$ cat src/rtl/dice_pkg.sv
// Shared types and constants for the dice roll sequencer and its LFSR.
package dice_pkg;

  typedef logic [2:0] face_t;

  typedef enum logic [1:0] {
    IDLE,
    ROLL,
    HOLD
  } roll_state_e;

  localparam face_t FACE_BLANK = 3'd0;

  // Right-shift Galois toggle mask for x^8 + x^6 + x^5 + x^4 + 1.
  localparam logic [7:0] LFSR_TAPS = 8'hB8;

endpackage

$ cat src/rtl/dice_roll_ctrl_if.sv
// Button/clear inputs and face/status outputs of the dice roll sequencer.
interface dice_roll_ctrl_if;
  import dice_pkg::*;

  logic  roll_btn;
  logic  clear;
  face_t face;
  logic  rolling;
  logic  done;

  modport master (
    output roll_btn,
    output clear,
    input  face,
    input  rolling,
    input  done
  );

  modport slave (
    input  roll_btn,
    input  clear,
    output face,
    output rolling,
    output done
  );

endinterface

$ cat src/rtl/dice_lfsr.sv
// Free-running 8-bit Galois LFSR; advances on every clock regardless of the sequencer state.
module dice_lfsr
  import dice_pkg::*;
#(
  parameter logic [7:0] LFSR_SEED = 8'hA5
) (
  input  logic       clk,
  input  logic       rst_n,
  output logic [7:0] q
);

  logic [7:0] r_q;
  logic [7:0] w_q_next;

  always_comb begin
    w_q_next = {1'b0, r_q[7:1]};
    if (r_q[0]) begin
      w_q_next = w_q_next ^ LFSR_TAPS;
    end
  end

  always_ff @(posedge clk or negedge rst_n) begin
    if (!rst_n) begin
      r_q <= LFSR_SEED;
    end else begin
      r_q <= w_q_next;
    end
  end

  assign q = r_q;

endmodule

$ cat src/rtl/dice_roll_ctrl.sv
// Roll animation sequencer: a button edge starts a run of face changes with growing dwell,
// then the last face is held and a one-cycle done pulse marks the commit.
module dice_roll_ctrl
  import dice_pkg::*;
#(
  parameter int         TICK_DIV   = 4_000_000,
  parameter int         ROLL_STEPS = 12,
  parameter int         MAX_FACE   = 6,
  parameter logic [7:0] LFSR_SEED  = 8'hA5
) (
  input  logic           clk,
  input  logic           rst_n,
  dice_roll_ctrl_if.slave bus
);

  localparam int                DW          = $clog2(TICK_DIV * ROLL_STEPS) + 1;
  localparam int                SW          = 5;
  localparam face_t             MAXF        = 3'(MAX_FACE);
  localparam logic [SW-1:0]     LAST_STEP   = SW'(ROLL_STEPS - 1);
  localparam logic [DW-1:0]     FIRST_DWELL = DW'(TICK_DIV - 1);

  roll_state_e   r_state, w_state_next;
  face_t         r_face, w_face_next;
  logic          r_rolling, w_rolling_next;
  logic          r_done, w_done_next;
  logic          r_btn_q;
  logic [SW-1:0] r_step, w_step_next;
  logic [DW-1:0] r_dwell, w_dwell_next;
  logic [DW-1:0] w_dwell_reload;
  logic [7:0]    w_lfsr;
  logic          w_start;
  face_t         w_cand_raw, w_cand;
  logic          w_unused_lfsr;

  dice_lfsr #(
    .LFSR_SEED(LFSR_SEED)
  ) u_lfsr (
    .clk  (clk),
    .rst_n(rst_n),
    .q    (w_lfsr)
  );

  assign w_unused_lfsr  = ^w_lfsr[7:3];
  assign w_start        = bus.roll_btn & ~r_btn_q;
  assign w_cand_raw     = (w_lfsr[2:0] % MAXF) + 3'd1;
  // Dwell for the step being entered: step_new = r_step + 1, held TICK_DIV*(step_new+1) cycles.
  assign w_dwell_reload = DW'(TICK_DIV * (int'(r_step) + 2) - 1);

  // Bump a repeated candidate so every step is visibly different from the previous face.
  always_comb begin
    w_cand = w_cand_raw;
    if ((MAX_FACE > 1) && (w_cand_raw == r_face)) begin
      w_cand = (r_face == MAXF) ? 3'd1 : r_face + 3'd1;
    end
  end

  always_comb begin
    w_state_next   = r_state;
    w_face_next    = r_face;
    w_rolling_next = r_rolling;
    w_done_next    = 1'b0;
    w_step_next    = r_step;
    w_dwell_next   = r_dwell;

    if (bus.clear) begin
      w_state_next   = IDLE;
      w_face_next    = FACE_BLANK;
      w_rolling_next = 1'b0;
      w_step_next    = '0;
      w_dwell_next   = '0;
    end else begin
      unique case (r_state)
        IDLE, HOLD: begin
          if (r_state == IDLE) begin
            w_face_next = FACE_BLANK;
          end
          if (w_start) begin
            w_state_next   = ROLL;
            w_face_next    = w_cand;
            w_step_next    = '0;
            w_dwell_next   = FIRST_DWELL;
            w_rolling_next = 1'b1;
          end
        end
        ROLL: begin
          if (r_dwell != '0) begin
            w_dwell_next = r_dwell - 1'b1;
          end else if (r_step == LAST_STEP) begin
            w_state_next   = HOLD;
            w_rolling_next = 1'b0;
            w_done_next    = 1'b1;
          end else begin
            w_step_next  = r_step + 1'b1;
            w_face_next  = w_cand;
            w_dwell_next = w_dwell_reload;
          end
        end
        default: begin
          w_state_next   = IDLE;
          w_face_next    = FACE_BLANK;
          w_rolling_next = 1'b0;
        end
      endcase
    end
  end

  always_ff @(posedge clk or negedge rst_n) begin
    if (!rst_n) begin
      r_state   <= IDLE;
      r_face    <= FACE_BLANK;
      r_rolling <= 1'b0;
      r_done    <= 1'b0;
      r_btn_q   <= 1'b0;
      r_step    <= '0;
      r_dwell   <= '0;
    end else begin
      r_state   <= w_state_next;
      r_face    <= w_face_next;
      r_rolling <= w_rolling_next;
      r_done    <= w_done_next;
      r_btn_q   <= bus.roll_btn;
      r_step    <= w_step_next;
      r_dwell   <= w_dwell_next;
    end
  end

  assign bus.face    = r_face;
  assign bus.rolling = r_rolling;
  assign bus.done    = r_done;

endmodule

$ cat src/flat_wrapper.sv
// flat-port wrapper written by rule: the top's interface ports become plain ports
module dice_roll_ctrl_flat import dice_pkg::*;
#(
  parameter int         TICK_DIV   = 4_000_000,
  parameter int         ROLL_STEPS = 12,
  parameter int         MAX_FACE   = 6,
  parameter logic [7:0] LFSR_SEED  = 8'hA5
)
  (clk, rst_n, bus_roll_btn, bus_clear, bus_face, bus_rolling, bus_done);
  dice_roll_ctrl_if bus_i ();
  input  logic clk;
  input  logic rst_n;
  input wire logic [$bits(bus_i.roll_btn)-1:0] bus_roll_btn;
  input wire logic [$bits(bus_i.clear)-1:0] bus_clear;
  output wire logic [$bits(bus_i.face)-1:0] bus_face;
  output wire logic [$bits(bus_i.rolling)-1:0] bus_rolling;
  output wire logic [$bits(bus_i.done)-1:0] bus_done;
  assign bus_i.roll_btn = bus_roll_btn;
  assign bus_i.clear = bus_clear;
  assign bus_face = bus_i.face;
  assign bus_rolling = bus_i.rolling;
  assign bus_done = bus_i.done;
  dice_roll_ctrl #(.TICK_DIV(TICK_DIV), .ROLL_STEPS(ROLL_STEPS), .MAX_FACE(MAX_FACE), .LFSR_SEED(LFSR_SEED)) u_core (.clk(clk), .rst_n(rst_n), .bus(bus_i));
endmodule
$ cat config.mk
export PLATFORM = sky130hd
export DESIGN_NAME = dice_roll_ctrl_flat
export DESIGN_NICKNAME = d
export VERILOG_FILES = /design/src/rtl/dice_pkg.sv /design/src/rtl/dice_roll_ctrl_if.sv /design/src/rtl/dice_lfsr.sv /design/src/rtl/dice_roll_ctrl.sv /design/src/flat_wrapper.sv
export SDC_FILE = /design/constraint.sdc
export NUM_CORES = 1
export LEC_CHECK = 0
export BUFFER_PORTS_ARGS = -buffer_cell sky130_fd_sc_hd__buf_4
export CAP_MARGIN = 20
export CORE_MARGIN = 1
export CORE_UTILIZATION = 53
export CTS_CLUSTER_DIAMETER = 80
export CTS_CLUSTER_SIZE = 12
export DETAILED_ROUTE_END_ITERATION = 10
export PLACE_DENSITY = 0.69
export SLEW_MARGIN = 20
export SYNTH_ARGS = -nofsm -noshare
export SYNTH_HDL_FRONTEND = slang
export SYNTH_SLANG_ARGS = --single-unit
$ cat constraint.sdc
create_clock -name clk -period 6.9 [get_ports clk]
set_input_delay 0 -clock clk [delete_from_list [all_inputs] [get_ports clk]]
set_output_delay 0 -clock clk [all_outputs]
set_load 0.005 [all_outputs]
After elaboration in Yosys (flattened, before gate mapping)
Index checks and enable logic that the tools add are counted.

cells by class
  magnitude comparators = 0
  equal/unequal tests = 11
  reductions and logical operators = 8
  shift-type cells = 0
  mux-type cells = 33
  bitwise logic cells = 3
  $add $sub $neg = 6
  divide/modulo/power cells = 1
  multipliers = 1

operators with widths
  operator                                               number
  2-to-1 mux 27 bit                                      4
  one-hot mux 27 bit (2 select lines)                    1
  multiplier 15 x 32 -> 19 bit, first input constant     1
  nonzero test 27 bit                                    1
  subtractor 27 x 1 -> 27 bit, second input constant     1
  subtractor 27 x 2 -> 27 bit, second input constant     1
  2-to-1 mux 3 bit                                       7
  2-to-1 mux 5 bit                                       4
  one-hot mux 5 bit (2 select lines)                     1
  AND reduction 3 bit                                    3
  2-to-1 mux 1 bit                                       8
  2-to-1 mux 2 bit                                       4
  2-to-1 mux 8 bit                                       1
  adder 3 x 1 -> 3 bit, second input constant            2
  adder 5 x 2 -> 6 bit, second input constant            1
  inequality test 3 x 2 -> 1 bit, second input constant  2
  inequality test 3 bit, second input constant           2
  one-hot mux 3 bit (2 select lines)                     1
  adder 5 x 1 -> 5 bit, second input constant            1
  == test 5 x 4 -> 1 bit, second input constant          1
  inequality test 4 x 2 -> 1 bit, second input constant  1
  inequality test 4 x 3 -> 1 bit, second input constant  1
  inverter 3 -> 4 bit                                    1
  one-hot mux 2 bit (2 select lines)                     1
  12 further kinds                                       12

storage, ports and cells
  register bits = 48
  output and inout port bits = 5
  input bits = 4
  RAM bits = 0
  bits in latches = 0
  bits in read-only memories = 0
  memories kept = 0

Depth between registers and ports, before layout
  depth in word-level cells = 8
  depth in mapped cells = 21

Hierarchy
From an unflattened synthesis, not the netlist that was laid out.

second synthesis, totals
  cell total of the unflattened synthesis = 526
  area total of the unflattened synthesis = 4406.7 um^2

modules (own cells, without submodules)
  module          times used  sequential area each (um^2)  area an instance (um^2)  cells each
  dice_roll_ctrl  1           1001.0                       4137.7                   510
  dice_lfsr       1           205.2                        269.0                    16

Least setup slack after synthesis
Ideal clock, no wire load.

  path type = register -> register
  start = register u_core.r_step[1]
  end = register u_core.r_dwell[26]
  buffers on the path = 2
  setup slack = 2.021 ns
  library setup time = 0.125 ns
  stages on the path, launching flop included = 20
  data arrival time = 4.754 ns
  cell sequence = dfrtp_1 clkbuf_1 inv_1 ha_1 inv_1 ha_1 xnor2_1 ha_1 inv_1 fa_1 inv_1 fa_1 ha_1 buf_1 or4b_2 o21ai_1 or3b_1 nor4b_2 xnor3_1 o21ai_1

between the ends
  word-level cells in the longest chain between the ends = 7
  elaborated cells on any way between the ends = 10

RTL lines
  item                                 RTL line               source
  from (decl)                          dice_roll_ctrl.sv:27   logic [SW-1:0] r_step, w_step_next;
  from (signal assigned)               dice_roll_ctrl.sv:122  r_step <= w_step_next;
  adder 5 x 2 -> 6 bit                 dice_roll_ctrl.sv:47   assign w_dwell_reload = DW'(TICK_DIV * (int'(r_step) + 2) - 1);
  multiplier 15 x 32 -> 19 bit         dice_roll_ctrl.sv:47
  subtractor 27 x 2 -> 27 bit          dice_roll_ctrl.sv:47
  2-to-1 mux 27 bit                    dice_roll_ctrl.sv:88   end else if (r_step == LAST_STEP) begin
  2-to-1 mux 27 bit                    dice_roll_ctrl.sv:86   if (r_dwell != '0) begin
  one-hot mux 27 bit (2 select lines)  dice_roll_ctrl.sv:72   unique case (r_state)
  2-to-1 mux 27 bit                    dice_roll_ctrl.sv:65   if (bus.clear) begin
  to (signal assigned)                 dice_roll_ctrl.sv:123  r_dwell <= w_dwell_next;
  to (decl)                            dice_roll_ctrl.sv:28   logic [DW-1:0] r_dwell, w_dwell_next;

Parallel ways exist; a longest one is shown, timed or not. The select of a mux whose other input is x is not followed.
A chain may end at the register's enable or synchronous reset.

Final worst setup path
Same ends and word-level chain as after synthesis.

==> results.yml <==
global_route:
  overflow: 0
  globalRouteMet3Util_pct: 2.931
  met2_usage_pct: 44.49
  antenna_found_initial: 0
  first_global_vias: 3690
  globalRouteTotalUtil_pct: 26.16
  grt_busiest_layer: "met2"
  met1_usage_pct: 33.97
  grt_pass1_wl_mm: 17.78
  grt_max_degree: 48
synthesis:
  yosys_warnings: 0
  synth_seq_cells: 47
  yosys.cell_types.count: 69
  ys_async_sr_fraction_pct: 100.0
  synth_edf_count: 0
  seq_area_frac_synth_pct: 27.90
  synth_flop_cell: "dfrtp_1"
  syn_nets: 551
  syn_area_sq_mm: 0.004234
  avgSynthCellArea_sq_um: 8.485
  synthCells: 499
outcome:
  status: "finished clean"
clock_tree:
  cts_tree: "built"
  clk_pin_slew_ns: 0.10
  cts_max_path_buffers: 2
  clkLatencyLatePin_ns: 0.30
  cts_htree_levels: 2
  cts_root_buffer: "clkbuf_8"
  cts.repair.resized: 0
  clock-sinks: 47
  cts_buffers: 5
power_and_ir_drop:
  p_leak_nw: 2.019
  total_power_w: 0.0006833
  p_comb_share_pct: 22.4
  p_seq_share_pct: 46.6
  power.switching_w: 0.0002296
  p_int_w: 0.0004536
  swShare_pct: 33.61
  power_frac_clock_pct: 31.1
  p_per_area_mw_per_mm2: 151.4
  ir_worst_vdd_uv: 100.3
worst_setup_path:
  crit_family: "adder cells"
  cpMostUsedCell: "ha_1"
  worstSetupStartpointType: "register"
  arrival_ns: 5.35
  worstPathMaxFanout: 12
  end_kind: "register"
  worst_ep_required_time_ns: 7.13
  path_buf_inv: 2
  slowest_delay_ns: 0.61
  critical_path_class: "reg2reg"
  path_cells: "ha_1 > xor2_1 > ha_1 > xnor2_1 > ha_1 > inv_1 > fa_1 > inv_1 > fa_1 > ha_1 > a311oi_1 > o21ai_1 > or3b_1 > nor4b_2 > xnor3_1 > o21ai_1"
  cpMaxStageDelayCell: "dfrtp_1"
sta:
  clock_skew_ns: 0.008550
  setup_slack_ns: 1.784
  rsz0062_at_grt: "no"
  worst_slew_pin_slew_ns: 0.9025
  slew_headroom_pct: 39.28
  hold_viol: 0
  fin_crit_sh_pct: 74.14
  fmax_mhz: 195.5
  fin_setup_tns_ns: 0
  final_max_slew_viol_count: 0
  min_period_ns: 5.116
  setup_viol: 0
route:
  vias: 3674
  drt_pre_antenna_iters: 4
  routed_wl_mm: 10.02
  wire_per_inst_um: 16.53
  vias_per_cell: 6.063
  route.detailed.drc: 0
  drt_iter0_drc: 259
  antenna_left: 0
die:
  die_h_um: 91.38
  die_w_um: 91.38
  ios: 9
  die_area_sq_mm: 0.008350
  initial_core_util_pct: 54.79
  core_sq_mm: 0.007727
  rows: 32
finish:
  fin_nets: 555
  antenna_cells: 0
  final_area_sq_mm: 0.004513
  final_core_util_pct: 58.40
  drive_gt1_share_pct: 8.532
  syn_to_final_growth_pct: 6.590
job:
  cap_viol_max_count: 0
place:
  place_worst_setup_slack_ns: 1.818
  gp_congestion: 0.8859
  detailed_place.area_sq_mm: 0.004368
  hpwlAfterDp_mm: 7.593
  numPortBuffers: 8
worst_hold_path:
  min_path_type: "in2async"
## final timing paths
kind	startpoint	endpoint	slack [ns]	cells past startpoint
max in group asynchronous	rst_n	u_core.r_dwell[23]	6.24	2
max	u_core.r_step[1]	u_core.r_dwell[26]	1.78	16
min reg2reg	u_core.u_lfsr.q[3]	u_core.u_lfsr.q[2]	0.36	0
max reg2reg	u_core.r_step[1]	u_core.r_dwell[26]	1.78	16
min in group clk	u_core.u_lfsr.q[3]	u_core.u_lfsr.q[2]	0.36	0
min	rst_n	u_core.u_lfsr.q[1]	0.24	2
## power by group through the flow
stage | clock (W) | combinational [W] | sequential [W]
after floorplan | 0 | 0.000111 | 0.000317
after global placement | 0 | 0.000146 | 0.000321
after detailed placement | 0 | 0.000150 | 0.000322
after CTS | 0.000213 | 0.000152 | 0.000317
after global routing | 0.000227 | 0.000173 | 0.000321
final | 0.000212 | 0.000153 | 0.000318
## registers in the layout, indices dropped and copies added (netlist names)
| register | cells |
|---|---|
| u_core.r_btn_q | 1 |
| u_core.r_step | 5 |
| u_core.r_dwell | 27 |
| u_core.r_state | 2 |
| u_core.bus.face | 3 |
| u_core.u_lfsr.q | 8 |
| u_core.bus.done | 1 |
## cell families after synthesis
family          Yosys count  share of synthesized area [%]
simple gates            180                          22.93
compound gates          133                          19.33
fa+ha+maj                48                          15.07
flops                    47                          27.90
xor+xnor                 44                          9.604
buf+inv                  42                          3.960
mux                       5                          1.212
## per-layer routing
metal | up-vias | part of all wire [%]
li1 | 1799 | -
met1 | 1785 | 45
met2 | 71 | 49
met3 | 19 | 3.5
met4 | 0 | 2.8
met5 | - | 0
## final cells by class
| cell class | count | area (sq um) |
|---|---|---|
| fillers | 711 | 3214 |
| multi-input cells | 410 | 2890 |
| flip-flops and latches | 47 | 1181 |
| well taps | 102 | 127.6 |
| inverters | 27 | 101.3 |
| repair buffers | 12 | 97.59 |
| clock buffers | 5 | 68.82 |
| clock inverters | 3 | 46.29 |
## Yosys cell counts, types with 11 or more instances
cell type   n  area [sq um]
o21ai_0    52         260.3
ha_1       43         538.0
dfrtp_1    43          1076
inv_1      26         97.59
nor2_1     33         123.9
nand2_1    52         195.2
clkbuf_1   11         41.29
a21oi_1    28         140.1
xor2_1     20         175.2
xnor2_1    22         192.7
nand3_1    22         110.1
nor3_1     15         75.07
## stage by stage
stage | hold slack [ns] | std cells
2_1_floorplan | -0.2956 | 499
3_3_place_gp | 0.04602 | 595
3_5_place_dp | 0.05415 | 595
4_1_cts | 0.2612 | 606
5_1_grt | 0.2892 | 606
6_report | 0.2407 | 606
## cells in the final DEF (no fill, tap or decap), types with 3 or more instances in the layout
cell,count
o31ai_1,8
o21a_1,3
o21ai_0,52
a21o_1,4
dfrtp_1,43
a31oi_1,4
nand3_1,22
o211ai_1,6
mux2i_1,4
nand2_1,52
nor4_1,7
buf_4,9
and4_1,3
nor2b_1,7
a21oi_1,28
nor3b_1,3
xnor2_1,22
nand2b_1,5
fa_1,5
xor2_1,20
or3_1,4
nor2_1,33
dlygate4sd3_1,3
ha_1,43
nor3_2,3
nand4_1,6
o21ai_1,6
and3_1,3
inv_1,26
dfstp_2,4
clkbuf_8,5
a22o_1,3
nor3_1,14
## what timing repair did
| action | 4_1_cts | 5_1_grt |
|---|---|---|
| endpoints found under the hold margin | 45 | 0 |
| buffers inserted | 0 | 0 |
| endpoints found under the setup margin | 0 | 0 |
| hold buffers | 3 | 0 |
Note: power is estimated with default switching activity, not from simulation.
